[config.mk]
export PLATFORM = sky130hd
export DESIGN_NAME = secure_cipher_pipe
export DESIGN_NICKNAME = d
export VERILOG_FILES = /design/src/rtl/secure_cipher_pipe.sv
export SDC_FILE = /design/constraint.sdc
export NUM_CORES = 1
export LEC_CHECK = 0
export CAP_MARGIN = 20
export CORE_ASPECT_RATIO = 0.7
export CORE_UTILIZATION = 48
export CTS_CLUSTER_SIZE = 40
export DETAILED_ROUTE_END_ITERATION = 10
export HOLD_SLACK_MARGIN = 0.03
export PLACE_DENSITY = 0.76
export SLEW_MARGIN = 25
export SYNTH_ARGS = -nofsm -noshare
export SYNTH_HDL_FRONTEND = slang
export SYNTH_SLANG_ARGS = --single-unit
[constraint.sdc]
create_clock -name clk -period 3 [get_ports clk]
set_input_delay 0.9 -clock clk [delete_from_list [all_inputs] [get_ports clk]]
set_output_delay 0.9 -clock clk [all_outputs]
set_load 0.03 [all_outputs]
[src/rtl/secure_cipher_pipe.sv]
// secure_cipher_pipe
//   Pipelined, key-gated encrypt/decrypt engine for the memory/register path.
//   A key FSM (LOCKED / UNLOCKED / LOCKOUT) gates admission of data beats.
//   Each beat carries its own mode bit and passes through two register
//   stages (s1, then the output register s2), so the latency is 2.
//
// Ports
//   clk, rst            rising-edge clock, asynchronous active-high reset
//   key_valid, key_in   access key presented this cycle
//   lock                single-cycle pulse returning the FSM to LOCKED
//   in_valid/in_ready   input handshake; in_data word, in_mode 1=enc 0=dec
//   out_valid/out_ready output handshake; out_data word, out_mode its mode
//   unlocked, lockout   FSM status (registered)
//   fail_cnt            consecutive wrong-key count
module secure_cipher_pipe #(
  parameter int unsigned DATA_W      = 32,
  parameter int unsigned KEY_W       = 16,
  parameter logic [KEY_W-1:0]  KEY_VAL  = 16'h0032,
  parameter int unsigned OFFSET      = 9,
  parameter logic [DATA_W-1:0] XOR_MASK = 2,
  parameter int unsigned ROT         = 3,
  parameter int unsigned MAX_FAIL    = 3,
  parameter int unsigned LOCK_CYCLES = 256
) (
  input  logic                             clk,
  input  logic                             rst,
  input  logic                             key_valid,
  input  logic [KEY_W-1:0]                 key_in,
  input  logic                             lock,
  input  logic                             in_valid,
  output logic                             in_ready,
  input  logic [DATA_W-1:0]                in_data,
  input  logic                             in_mode,
  output logic                             out_valid,
  input  logic                             out_ready,
  output logic [DATA_W-1:0]                out_data,
  output logic                             out_mode,
  output logic                             unlocked,
  output logic                             lockout,
  output logic [$clog2(MAX_FAIL+1)-1:0]    fail_cnt
);

  localparam int unsigned FW = $clog2(MAX_FAIL + 1);
  localparam int unsigned TW = $clog2(LOCK_CYCLES + 1);

  localparam logic [DATA_W-1:0] OFF_W   = DATA_W'(OFFSET);
  localparam logic [FW-1:0]     FAIL_MAX = FW'(MAX_FAIL);
  localparam logic [TW-1:0]     LOCK_LEN = TW'(LOCK_CYCLES);
  localparam logic [TW-1:0]     TIMER_ONE = TW'(1);

  typedef enum logic [1:0] {
    LOCKED   = 2'd0,
    UNLOCKED = 2'd1,
    LOCKOUT  = 2'd2
  } state_t;

  state_t          state;
  logic [TW-1:0]   lock_timer;

  // ---------------------------------------------------------------------------
  // Rotation helpers
  // ---------------------------------------------------------------------------
  function automatic logic [DATA_W-1:0] rotl(input logic [DATA_W-1:0] v);
    return (v << ROT) | (v >> (DATA_W - ROT));
  endfunction

  function automatic logic [DATA_W-1:0] rotr(input logic [DATA_W-1:0] v);
    return (v >> ROT) | (v << (DATA_W - ROT));
  endfunction

  // ---------------------------------------------------------------------------
  // Key FSM
  // ---------------------------------------------------------------------------
  logic          key_ok;
  logic [FW-1:0] fail_base;
  logic [FW-1:0] fail_next;
  logic          fail_hit;

  // A wrong key from UNLOCKED restarts the count at 1, from LOCKED it
  // increments the running count; both use the same lockout threshold.
  always_comb begin
    key_ok    = (key_in == KEY_VAL);
    fail_base = (state == UNLOCKED) ? '0 : fail_cnt;
    fail_next = fail_base + FW'(1);
    fail_hit  = (fail_next == FAIL_MAX);
  end

  always_ff @(posedge clk or posedge rst) begin
    if (rst) begin
      state      <= LOCKED;
      fail_cnt   <= '0;
      lock_timer <= '0;
      unlocked   <= 1'b0;
      lockout    <= 1'b0;
    end else begin
      case (state)
        LOCKED, UNLOCKED: begin
          if (lock) begin
            // lock beats key_valid; fail_cnt is left as it is
            state    <= LOCKED;
            unlocked <= 1'b0;
          end else if (key_valid) begin
            if (key_ok) begin
              state    <= UNLOCKED;
              unlocked <= 1'b1;
              fail_cnt <= '0;
            end else if (fail_hit) begin
              state      <= LOCKOUT;
              unlocked   <= 1'b0;
              lockout    <= 1'b1;
              fail_cnt   <= '0;
              lock_timer <= LOCK_LEN;
            end else begin
              state    <= LOCKED;
              unlocked <= 1'b0;
              fail_cnt <= fail_next;
            end
          end
        end
        LOCKOUT: begin
          // The timer is loaded with LOCK_CYCLES on entry and the exit happens
          // on the edge where it reads 1, giving exactly LOCK_CYCLES cycles.
          if (lock_timer <= TIMER_ONE) begin
            state      <= LOCKED;
            lockout    <= 1'b0;
            lock_timer <= '0;
          end else begin
            lock_timer <= lock_timer - TIMER_ONE;
          end
        end
        default: begin
          state      <= LOCKED;
          unlocked   <= 1'b0;
          lockout    <= 1'b0;
          fail_cnt   <= '0;
          lock_timer <= '0;
        end
      endcase
    end
  end

  // ---------------------------------------------------------------------------
  // Two-stage data pipeline
  // ---------------------------------------------------------------------------
  logic              s1_valid;
  logic [DATA_W-1:0] s1_data;
  logic              s1_mode;
  logic              s2_adv;
  logic              accept;
  logic [DATA_W-1:0] s1_next;
  logic [DATA_W-1:0] s2_next;

  always_comb begin
    s2_adv   = !out_valid || out_ready;
    in_ready = unlocked && (!s1_valid || s2_adv);
    accept   = in_valid && in_ready;
    s1_next  = in_mode ? ((in_data + OFF_W) ^ XOR_MASK)
                       : (rotr(in_data) ^ XOR_MASK);
    s2_next  = s1_mode ? rotl(s1_data) : (s1_data - OFF_W);
  end

  always_ff @(posedge clk or posedge rst) begin
    if (rst) begin
      s1_valid <= 1'b0;
      s1_data  <= '0;
      s1_mode  <= 1'b0;
    end else if (accept) begin
      s1_valid <= 1'b1;
      s1_data  <= s1_next;
      s1_mode  <= in_mode;
    end else if (s2_adv) begin
      s1_valid <= 1'b0;
    end
  end

  // Output register holds its contents whenever it is stalled.
  always_ff @(posedge clk or posedge rst) begin
    if (rst) begin
      out_valid <= 1'b0;
      out_data  <= '0;
      out_mode  <= 1'b0;
    end else if (s2_adv) begin
      out_valid <= s1_valid;
      if (s1_valid) begin
        out_data <= s2_next;
        out_mode <= s1_mode;
      end
    end
  end

endmodule

Word-level counts from Yosys, hierarchy flattened
Index checks and enable logic that the tools add are counted.
W data, S select, Z words.

storage, ports and cells
  register bits after elaboration = 83
  word-level logic and storage cells = 78
  input port bits = 55

cells by class
  magnitude comparators = 1
  mux-type cells = 32
  reduce and logical (&&, ||, !) cells = 15
  bitwise logic cells = 5
  add/subtract/negate cells = 4
  equality and inequality tests = 10

operator list
  cell                     count
  $mux W32                 2
  $mux W9                  5
  $add A32 B4 Y32 const B  1
  $or A29 B32 Y32          1
  $or A32 B3 Y32           1
  $sub A32 B4 Y32 const B  1
  $mux W2                  10
  $pmux W9 S2              1
  $eq A16 B6 Y1 const B    1
  $mux W1                  10
  $ne A2 B2 Y1 const B     5
  $le A9 B1 Y1 const B     1
  $sub A9 B1 Y9 const B    1
  $pmux W2 S2              2
  $reduce_and A2 Y1        3
  $reduce_and A5 Y1        1
  $eq A2 B2 Y1 const B     2
  $pmux W1 S2              2
  $reduce_and A4 Y1        1
  $ne A3 B3 Y1 const B     1
  $not A1 Y1               3
  $reduce_and A3 Y1        1
  $add A2 B1 Y2 const B    1
  $eq A2 B1 Y1 const B     1
  6 further kinds          9

Depth between registers and ports, before layout
  depth after elaboration = 9
  depth in mapped cells = 8

Worst setup path after synthesis
No wires, ideal clock.

  path type = input port to flip-flop
  start = in in_data[7]
  end = reg s1_data[27]
  buffers on the path = 0
  arrival = 2.252 ns
  cell stages on the path = 5
  library setup time = 0.079 ns
  setup slack = 0.669 ns
  data required time = 2.921 ns
  cells stage by stage = nand3_1 nor4_2 nor4b_1 xor2_1 a2bb2oi_1

between the ends
  word-level cells in the longest chain between the ends = 2

RTL lines
  what                    line  source
  start: declaration      32    input logic [DATA_W-1:0] in_data,
  $add A32 B4 Y32         157   s1_next = in_mode ? ((in_data + OFF_W) ^ XOR_MASK)
  $mux W32                157
  end signal: assignment  169   s1_data <= s1_next;
  end: declaration        146   logic [DATA_W-1:0] s1_data;

Every way passes these cells.
A chain may end at the register's enable or synchronous reset.

Worst setup path in the final report
  start = in out_ready
  end = out in_ready

between the ends
  word-level cells in the longest chain between the ends = 3

RTL lines
  what                 line  source
  start: declaration   35    input logic out_ready,
  $logic_or A1 B1 Y1   154   s2_adv = !out_valid || out_ready;
  $logic_or A1 B1 Y1   155   in_ready = unlocked && (!s1_valid || s2_adv);
  $logic_and A1 B1 Y1  155
  end: declaration     31    output logic in_ready,

Every way passes these cells.

==> impl_metrics.env <==
export IMPL_htreeDepth=3
export IMPL_post_route_period_util=0.966
export IMPL_min_path_type="flop to flop"
export IMPL_cp_required_ns=2.10
export IMPL_p_int_mw=2.58
export IMPL_hold_start="out_data[7]"
export IMPL_syn_num_nets=650
export IMPL_overflow=0
export IMPL_pwr_share_clk=0.250
export IMPL_area_growth_synth_to_final_pct=29.1
export IMPL_synth_edf_count=0
export IMPL_die_w_um=124
export IMPL_routed_via_density=6.06
export IMPL_cts_max_path_buffers=2
export IMPL_maxSlewHeadroom=0.510
export IMPL_cts_buffers=9
export IMPL_drive_gt1_frac=0.0880
export IMPL_synthesis_area_um2=5040
export IMPL_maxCapViolCount=0
export IMPL_fp_dieH_um=87.7
export IMPL_arrival_ns=2.00
export IMPL_whs_ns=0.490
export IMPL_rows=30
export IMPL_drtPass1Iterations=5
export IMPL_startpoint_type="input port"
export IMPL_finalPower_mw=4.10
export IMPL_setup_worst_path_class="input port to output port"
export IMPL_cts_hold_buf=0
export IMPL_syn_inst=591
export IMPL_tritoncts="built"
export IMPL_wl_per_cell_um=18.2
export IMPL_finalSetupViolCount=0
export IMPL_ant_nets=0
export IMPL_grt_use_met1=0.414
export IMPL_peakVddDrop_mv=0.305
export IMPL_pre_cts_slack_ns=-0.0146
export IMPL_first_global_vias=4753
export IMPL_root_buffer="clkbuf_16"
export IMPL_r2r_start="s1_data[9]"
export IMPL_vias=4974
export IMPL_fmax_ghz=0.345
export IMPL_ys_seq_elements=83
export IMPL_drc=0
export IMPL_swShare=0.372
export IMPL_post_cts_resized=0
export IMPL_wl_mm=14.9
export IMPL_p_switching_mw=1.52
export IMPL_busiest_layer="met2"
export IMPL_fin_nets=747
export IMPL_port_buffers=93
export IMPL_finalMaxSlewViolations=0
export IMPL_avgSynthCellArea_um2=8.52
export IMPL_clk_latency_ns=0.34
export IMPL_multi_input_area_um2=2760
export IMPL_regArea_um2=2080
export IMPL_die_area_um2=10900
export IMPL_grt_use_met3=0.0629
export IMPL_grt_usage=0.285
export IMPL_post_cts_repair_setup_buffers=0
export IMPL_grt_pass1_wl_mm=24.5
export IMPL_core_um2=9950
export IMPL_cp_max_fo=4
export IMPL_powerDensity_nw_per_um2=630
export IMPL_yosys_most_used_dff="dfrtp_1"
export IMPL_layout_common_cells="clkdlybuf4s50_1, dfrtp_1, o21ai_0"
export IMPL_p_comb_frac=0.351
export IMPL_status="finished clean"
export IMPL_clkTransAtPathRegs_ns=0.06
export IMPL_synth_async_reset_ratio=1.00
export IMPL_yosysSeqAreaShare=0.412
export IMPL_finalHoldViolations=0
export IMPL_rsz0062_at_grt="false"
export IMPL_startpoint="out_ready"
export IMPL_p_seq_frac=0.398
export IMPL_drtIter0Drc=530
export IMPL_nFillCells=822
export IMPL_initial_utilization=0.506
export IMPL_worst_slack_ns=0.103
export IMPL_diodes=0
export IMPL_final_common_cell="clkdlybuf4s50_1"
export IMPL_grt_util_met2=0.434
export IMPL_gp_congestion=0.908
export IMPL_grt_max_degree=84
export IMPL_antenna_found_initial=0
export IMPL_fin_crit_ns=2.90
export IMPL_p_leak_nw=2.52
export IMPL_synthDistinctLibCells=59
export IMPL_fin_skew_ns=0.00920
export IMPL_io_pins=94
export IMPL_cts_sinks=83
export IMPL_critPathCaptureType="output port"
export IMPL_worst_pin_slew_ns=0.734
export IMPL_hpwlAfterDp_mm=10.9
export IMPL_ys_warnings_count=0
cell usage after synthesis, drive strengths merged, types with 3 or more instances:
library cell	number	area, um2
dfrtp	83	2080
o21ai	58	290
nor2	55	206
nand2	50	188
a21oi	49	245
xnor2	35	307
clkbuf	32	120
nor3	27	140
o22ai	25	156
nor4	19	161
nand3	17	85.1
xor2	14	123
and3	12	75.1
inv	12	45.0
nand2b	11	68.8
nand4	10	62.6
or3	10	67.6
mux2i	9	90.1
buf	6	40.0
a31oi	4	25.0
ha	4	50.1
o211ai	4	30.0
a21o	3	23.8
and2	3	18.8
and4	3	26.3
nor4b	3	26.3
or4	3	30.0
stage by stage:
step	instances	cell area, um2	setup TNS [ns]	utilization
6_report	821	6500	0	0.654
5_1_grt	821	6500	0	0.654
2_1_floorplan	591	5040	0	-
3_3_place_gp	805	6230	0	0.626
4_1_cts	821	6500	0	0.654
3_5_place_dp	805	6230	-0.0146	0.626
sequential cells by signal, summed over array words and instances (netlist names):
register    flops
lock_timer      9
out_mode        1
lockout         1
s1_mode         1
out_data       32
unlocked        1
state           2
s1_valid        1
s1_data        32
fail_cnt        2
out_valid       1
cell families after synthesis:
logic type                 share of synthesized area
and+or+nand+nor                                0.241
AOI/OAI and AO/OA                              0.190
DFF                                            0.412
buffers and inverters                         0.0407
xor gates and xnor gates                      0.0852
muxes                                         0.0201
adders and majority gates                    0.00994
layout make-up:
type | count | area share
clock inverters | 3 | 0.00366
well taps | 128 | 0.0246
repair buffers | 124 | 0.182
multi-input cells | 458 | 0.424
flip-flops and latches | 83 | 0.319
clock buffers | 13 | 0.0385
inverters | 12 | 0.00751
metal layers:
| layer | share of wire | vias to the layer above | routed length, um |
|---|---|---|---|
| met5 | 0 | - | 0 |
| met4 | 0.0084 | 0 | 125 |
| met3 | 0.097 | 10 | 1440 |
| met2 | 0.42 | 268 | 6320 |
| met1 | 0.47 | 2357 | 7030 |
| li1 | - | 2339 | - |
power by group through the flow:
stage	combinational (mW)	clock (mW)	sequential, mW
after floorplan	0.560	0	1.86
after detailed placement	1.43	0	1.64
final	1.44	1.03	1.63
after CTS	1.44	1.04	1.62
after global routing	1.55	1.09	1.66
after global placement	1.40	0	1.62
final timing paths:
kind | end | cells after the start | slack [ns]
max in group asynchronous | s1_data[22] | 3 | 1.63
min reg2reg | out_data[7] | 2 | 0.49
max reg2reg | out_data[24] | 5 | 0.38
min | out_data[7] | 2 | 0.49
min in group asynchronous | lock_timer[0] | 3 | 1.04
max | in_ready | 4 | 0.10
worst max-delay path, cell delays in order:
cell             delay [ns]
clkdlybuf4s50_1        0.41
nand3b_1               0.29
and2_1                 0.23
buf_4                  0.16
(Power assumes the default switching activity.)
